===== src/rtl/wisc_mem_pkg.sv =====
// Shared encodings and defaults for the I/D memory arbiter.
package wisc_mem_pkg;

    localparam int BURST_LEN_DEF = 8;
    localparam int LAT_DEF       = 4;

    // Arbiter FSM encoding
    localparam logic [1:0] ST_IDLE  = 2'd0;
    localparam logic [1:0] ST_ISSUE = 2'd1;
    localparam logic [1:0] ST_DRAIN = 2'd2;

    // Requester side encoding
    localparam logic SIDE_I = 1'b0;
    localparam logic SIDE_D = 1'b1;

endpackage


===== src/rtl/mem_lat_tracker.sv =====
// LAT-deep delay line carrying {valid, word index} for every memory issue.
// The head of the line lines up with the cycle the memory returns data.
module mem_lat_tracker #(
    parameter int LAT    = 4,
    parameter int WORD_W = 3
) (
    input  logic              clk,
    input  logic              clr,
    input  logic              in_vld,
    input  logic [WORD_W-1:0] in_word,
    output logic              out_vld,
    output logic [WORD_W-1:0] out_word
);

    logic [LAT-1:0]             vld_q, vld_d;
    logic [LAT-1:0][WORD_W-1:0] word_q, word_d;

    // Shift every stage one step toward the head each cycle
    always_comb begin
        vld_d     = vld_q;
        word_d    = word_q;
        vld_d[0]  = in_vld;
        word_d[0] = in_word;
        for (int s = 1; s < LAT; s++) begin
            vld_d[s]  = vld_q[s-1];
            word_d[s] = word_q[s-1];
        end
    end

    // Clear drops everything in flight so no stale return survives a reset
    always_ff @(posedge clk) begin
        if (clr) begin
            vld_q  <= '0;
            word_q <= '0;
        end else begin
            vld_q  <= vld_d;
            word_q <= word_d;
        end
    end

    assign out_vld  = vld_q[LAT-1];
    assign out_word = word_q[LAT-1];

endmodule


===== src/rtl/mem_arbiter.sv =====
// Shares one pipelined memory between the I-fetch and D-cache requesters.
// One transaction at a time: block-read bursts or single-word writes.
module mem_arbiter
    import wisc_mem_pkg::*;
#(
    parameter int ADDR_W    = 16,
    parameter int DATA_W    = 16,
    parameter int BURST_LEN = BURST_LEN_DEF,
    parameter int LAT       = LAT_DEF
) (
    input  logic                         clk,
    input  logic                         rst,
    input  logic                         i_req,
    input  logic [ADDR_W-1:0]            i_addr,
    output logic                         i_rvalid,
    output logic [$clog2(BURST_LEN)-1:0] i_rword,
    output logic                         i_done,
    input  logic                         d_req,
    input  logic                         d_wr,
    input  logic [ADDR_W-1:0]            d_addr,
    input  logic [DATA_W-1:0]            d_wdata,
    output logic                         d_rvalid,
    output logic [$clog2(BURST_LEN)-1:0] d_rword,
    output logic                         d_done,
    output logic [DATA_W-1:0]            rdata,
    output logic                         mem_en,
    output logic                         mem_wr,
    output logic [ADDR_W-1:0]            mem_addr,
    output logic [DATA_W-1:0]            mem_wdata,
    input  logic [DATA_W-1:0]            mem_rdata
);

    localparam int                WORD_W    = $clog2(BURST_LEN);
    localparam logic [ADDR_W-1:0] BLK_MASK  = ADDR_W'(2 * BURST_LEN - 1);
    localparam logic [WORD_W-1:0] LAST_WORD = WORD_W'(BURST_LEN - 1);

    logic [1:0]        state_q, state_d;
    logic              side_q, side_d;
    logic              last_q, last_d;
    logic              wr_q, wr_d;
    logic [ADDR_W-1:0] base_q, base_d;
    logic [DATA_W-1:0] wdata_q, wdata_d;
    logic [WORD_W-1:0] cnt_q, cnt_d;

    logic              grant_i, grant_d;
    logic              issue;
    logic              trk_vld;
    logic [WORD_W-1:0] trk_word;
    logic              done;
    logic              rvalid;

    // Round-robin: on a tie the side that did not win last time goes next
    always_comb begin
        grant_i = i_req && (!d_req || last_q == SIDE_D);
        grant_d = d_req && !grant_i;
    end

    // Completion is the head of the latency line for a write, or the last
    // word of a burst; the request lines play no part once granted
    always_comb begin
        issue  = (state_q == ST_ISSUE);
        rvalid = trk_vld && !wr_q;
        done   = trk_vld && (wr_q || trk_word == LAST_WORD);
    end

    // FSM, grant latch and issue counter
    always_comb begin
        state_d = state_q;
        side_d  = side_q;
        last_d  = last_q;
        wr_d    = wr_q;
        base_d  = base_q;
        wdata_d = wdata_q;
        cnt_d   = cnt_q;
        case (state_q)
            ST_IDLE: begin
                cnt_d = '0;
                if (grant_i) begin
                    side_d  = SIDE_I;
                    last_d  = SIDE_I;
                    wr_d    = 1'b0;
                    base_d  = i_addr & ~BLK_MASK;
                    wdata_d = '0;
                    state_d = ST_ISSUE;
                end else if (grant_d) begin
                    side_d  = SIDE_D;
                    last_d  = SIDE_D;
                    wr_d    = d_wr;
                    base_d  = d_wr ? (d_addr & ~ADDR_W'(1)) : (d_addr & ~BLK_MASK);
                    wdata_d = d_wdata;
                    state_d = ST_ISSUE;
                end
            end
            ST_ISSUE: begin
                if (wr_q || cnt_q == LAST_WORD) begin
                    cnt_d   = '0;
                    state_d = ST_DRAIN;
                end else begin
                    cnt_d = cnt_q + WORD_W'(1);
                end
            end
            ST_DRAIN: begin
                if (done) state_d = ST_IDLE;
            end
            default: state_d = ST_IDLE;
        endcase
    end

    // State registers with synchronous reset
    always_ff @(posedge clk) begin
        if (rst) begin
            state_q <= ST_IDLE;
            side_q  <= SIDE_I;
            last_q  <= SIDE_I;
            wr_q    <= 1'b0;
            base_q  <= '0;
            wdata_q <= '0;
            cnt_q   <= '0;
        end else begin
            state_q <= state_d;
            side_q  <= side_d;
            last_q  <= last_d;
            wr_q    <= wr_d;
            base_q  <= base_d;
            wdata_q <= wdata_d;
            cnt_q   <= cnt_d;
        end
    end

    // Writes also enter the line so their completion lands LAT cycles later
    mem_lat_tracker #(
        .LAT    (LAT),
        .WORD_W (WORD_W)
    ) u_trk (
        .clk      (clk),
        .clr      (rst),
        .in_vld   (issue),
        .in_word  (cnt_q),
        .out_vld  (trk_vld),
        .out_word (trk_word)
    );

    // Outputs are gated to zero when not qualified so idle/reset reads as 0
    always_comb begin
        mem_en    = issue;
        mem_wr    = issue && wr_q;
        mem_addr  = issue ? (base_q | (ADDR_W'(cnt_q) << 1)) : '0;
        mem_wdata = (issue && wr_q) ? wdata_q : '0;
        i_rvalid  = rvalid && side_q == SIDE_I;
        d_rvalid  = rvalid && side_q == SIDE_D;
        i_rword   = i_rvalid ? trk_word : '0;
        d_rword   = d_rvalid ? trk_word : '0;
        rdata     = rvalid ? mem_rdata : '0;
        i_done    = done && side_q == SIDE_I;
        d_done    = done && side_q == SIDE_D;
    end

endmodule

===== config.mk =====
export PLATFORM = sky130hd
export DESIGN_NAME = mem_arbiter
export DESIGN_NICKNAME = d
export VERILOG_FILES = /design/src/rtl/wisc_mem_pkg.sv /design/src/rtl/mem_lat_tracker.sv /design/src/rtl/mem_arbiter.sv
export SDC_FILE = /design/constraint.sdc
export NUM_CORES = 1
export LEC_CHECK = 0
export ABC_CLOCK_PERIOD_IN_PS = 3000
export CORE_MARGIN = 4
export CORE_UTILIZATION = 42
export DETAILED_ROUTE_END_ITERATION = 10
export PLACE_DENSITY = 0.94
export SYNTH_ARGS = -nofsm -noshare
export SYNTH_HDL_FRONTEND = slang
export SYNTH_SLANG_ARGS = --single-unit

===== constraint.sdc =====
create_clock -name clk -period 3 [get_ports clk]
set_clock_uncertainty 0.05 [all_clocks]
set_input_delay 0.6 -clock clk [delete_from_list [all_inputs] [get_ports clk]]
set_output_delay 0.6 -clock clk [all_outputs]
set_load 0.01 [all_outputs]

==> run metrics <==
status=finished, final reports clean; clock sink count=54; Mapped Area=2375 sq um; relative slew slack=49.77%; syn_area_per_cell=9.099 sq um; worst slew pin tran=753.5 ps; cell area after layout=3726 sq um; row cnt=27; layout cells sized above 1=5.319%; Power Total=1527 uW; number of synthesized flops with an enable pin=0; post-DP HPWL=5367 um; residual DRC count=0; Setup Viol. Count Final=0; initial antenna violation count=0; sequential fraction of the synthesis area=45.52%; DIE WIDTH=83.20 um; CP max stage delay=560 ps; max-slew violations=0; total of max-cap violations=0; first-pass GRT wire length=10830 um; Min Clock Period, post-route=2747 ps; final core occ=67.67%; Cells after Synth=261; Worst-Skew Late Latency=300 ps; WHS=395.3 ps; XOR/XNOR Fraction of Synth Area=0%; CP Launch Type=flip-flop; Largest delay share family, worst path=simple AND/OR/NAND/NOR gates; most frequent cell after synthesis=dfxtp_1; multiplexer area fraction after synthesis=0.4215%; worst-path maximum fanout=16; postcts setup bufs=0; Die ar.=6921 sq um; Fin. Hold Viols=0; fraction of the mapped netlist area in simple logic gates=24.87%; CP max stage cell=nor2_1; fraction of registers with async set/reset=0%; wirelength, routed=6820 um; CTS buffer count=5; clk buf depth=2; Synth Flop Type=dfxtp_1; GR Overflow Total=0; Worst Setup Path Type=reg -> out; routed len/inst=15.22 um; post-synthesis register bit count=54; Mapped Nets=332; cell accounting for the most synthesized area=dfxtp_1; P_leak=0.001447 uW; Net count, final=446; # port buffers=122; placed inst area=3627 sq um; io pins=129; core area=5507 sq um; synth unique cells=34; Hold Buf Count CTS=0; clock tree root buffer cell=clkbuf_8; die height=83.20 um; top cells by area, synth=dfxtp_1 46%, and2_1 9.2%, a22o_1 5.9%, a311oi_1 4.8%, nor2b_1 4.5%; Synth top area share=45.52%; post-CTS sizing=0; Critical Path AT=2100 ps; Pre-Repair DR Iteration Count=4; area grow syn2layout=56.90%; via count=2375; Starting Density=43.13%; CTS tree=yes; pin count of the biggest net entering global routing=24; Post-Synth Adder-Cell Area=1.054%; crit share post-route=91.57%; Pwr Density=409.8 nW/um^2; post-synthesis compound-gate area fraction=21.29%; Critical Path RT=2350 ps; Diodes inserted=0; crit path capture type=output port; Iter 0 DRT Violations=113; GP Congestion=0.9198; VDD IR max=228.3 uV; main combinational cell family by area after synthesis=simple AND/OR/NAND/NOR gates; vias in the first global route=2302; H-tree depth=2; Hold Crit Class=reg -> reg; Fin Setup TNS=0 ps; Buffers & Inverters on Critical Path=2; Reg area=1081 sq um; average via count per standard cell=5.301; Fmax achieved=0.3640 GHz; area of the multi-input gates=1137 sq um; RSZ-0062 raised after global routing=no; Synth warnings=0; GRT Total Usage=19.15%; Fill cells=436; Post-DRT Antenna Nets=0; Clk pin slew, worst setup/hold paths=100 ps; crit-path cells=inv_1 > nor2_1 > and2_1 > clkdlybuf4s50_1; Commonest cells post-synth=54 x dfxtp_1, 35 x and2_1, 17 x nor2b_1, 16 x a22o_1, 16 x and3_1
[metrics by stage]
stage / std cells / worst slack, ps
floorplan: 261 / 1164
global placement: 440 / 574.9
detailed placement: 440 / 543.5
CTS: 448 / 226.9
global route: 448 / 128.1
finish: 448 / 252.9
[layer usage]
metal	track usage, %	vias up	routed length (um)	share of wire (%)
met1	21.48	1064	2629	39
met2	33.02	138	3328	49
met5	0	-	0	0
li1	-	1155	-	-
met4	9.955	0	240	3.5
met3	5.159	18	622	9.1
[report_power, final]
group	switching (uW)	total [uW]	internal, uW
Clock	236	426	190
Combinational	141	312	171
Sequential	25.6	788	763
[layout make-up]
class                           count  area share [%]
Sequential cell                    54           29.01
Clock inverter                      2          0.4365
Clock buffer                        6           2.216
Tap cell                           72           2.418
Multi-Input combinational cell    175           30.52
Inverter                            8          0.8059
Timing Repair Buffer              131           34.59
[flip-flops by register name (all words and copies together) (netlist names), 2 cells and up]
name / flops
cnt_q: 3
base_q: 15
u_trk.word_d: 9
u_trk.vld_q: 4
state_q: 2
wdata_q: 16
u_trk.out_word: 3
[cell usage in the layout (no fill, tap or decap), types with 2 or more instances in the layout]
cell type,Yosys,routed
clkdlybuf4s50_1,0,122
dfxtp_1,54,54
and2_1,35,35
and3_1,16,16
nor2b_1,17,16
a22o_1,16,16
o21ai_0,14,14
a21oi_1,14,14
nand3_1,13,13
a311oi_1,13,13
buf_4,3,9
inv_1,8,8
nor2_1,7,7
clkbuf_8,0,6
o21a_1,4,4
nor3_1,3,3
nand4_1,3,3
o32ai_1,3,3
nand2b_1,2,2
a22oi_1,2,2
ha_1,2,2
[worst reg2reg max path, cell delays in order, from the launching register on]
cell and delay [ps]:
dfxtp_1 490, nor2_1 70, buf_4 210, a21oi_2 630
a22o_1 260
[logic make-up after synthesis]
family / Yosys count
flops: 54
simple gates: 100
buf+inv: 32
other cells: 1
compound gates: 71
mux: 1
fa+ha+maj: 2
[worst paths after layout]
check / from / end / slack (ps) / cells after the start
max: u_trk.vld_q[3] / rdata[7] / 250 / 4
min: u_trk.word_d[5] / u_trk.word_d[8] / 400 / 1
max reg2reg: state_q[1] / wdata_q[2] / 1230 / 4
min reg2reg: u_trk.word_d[5] / u_trk.word_d[8] / 400 / 1
(Power assumes the default switching activity.)
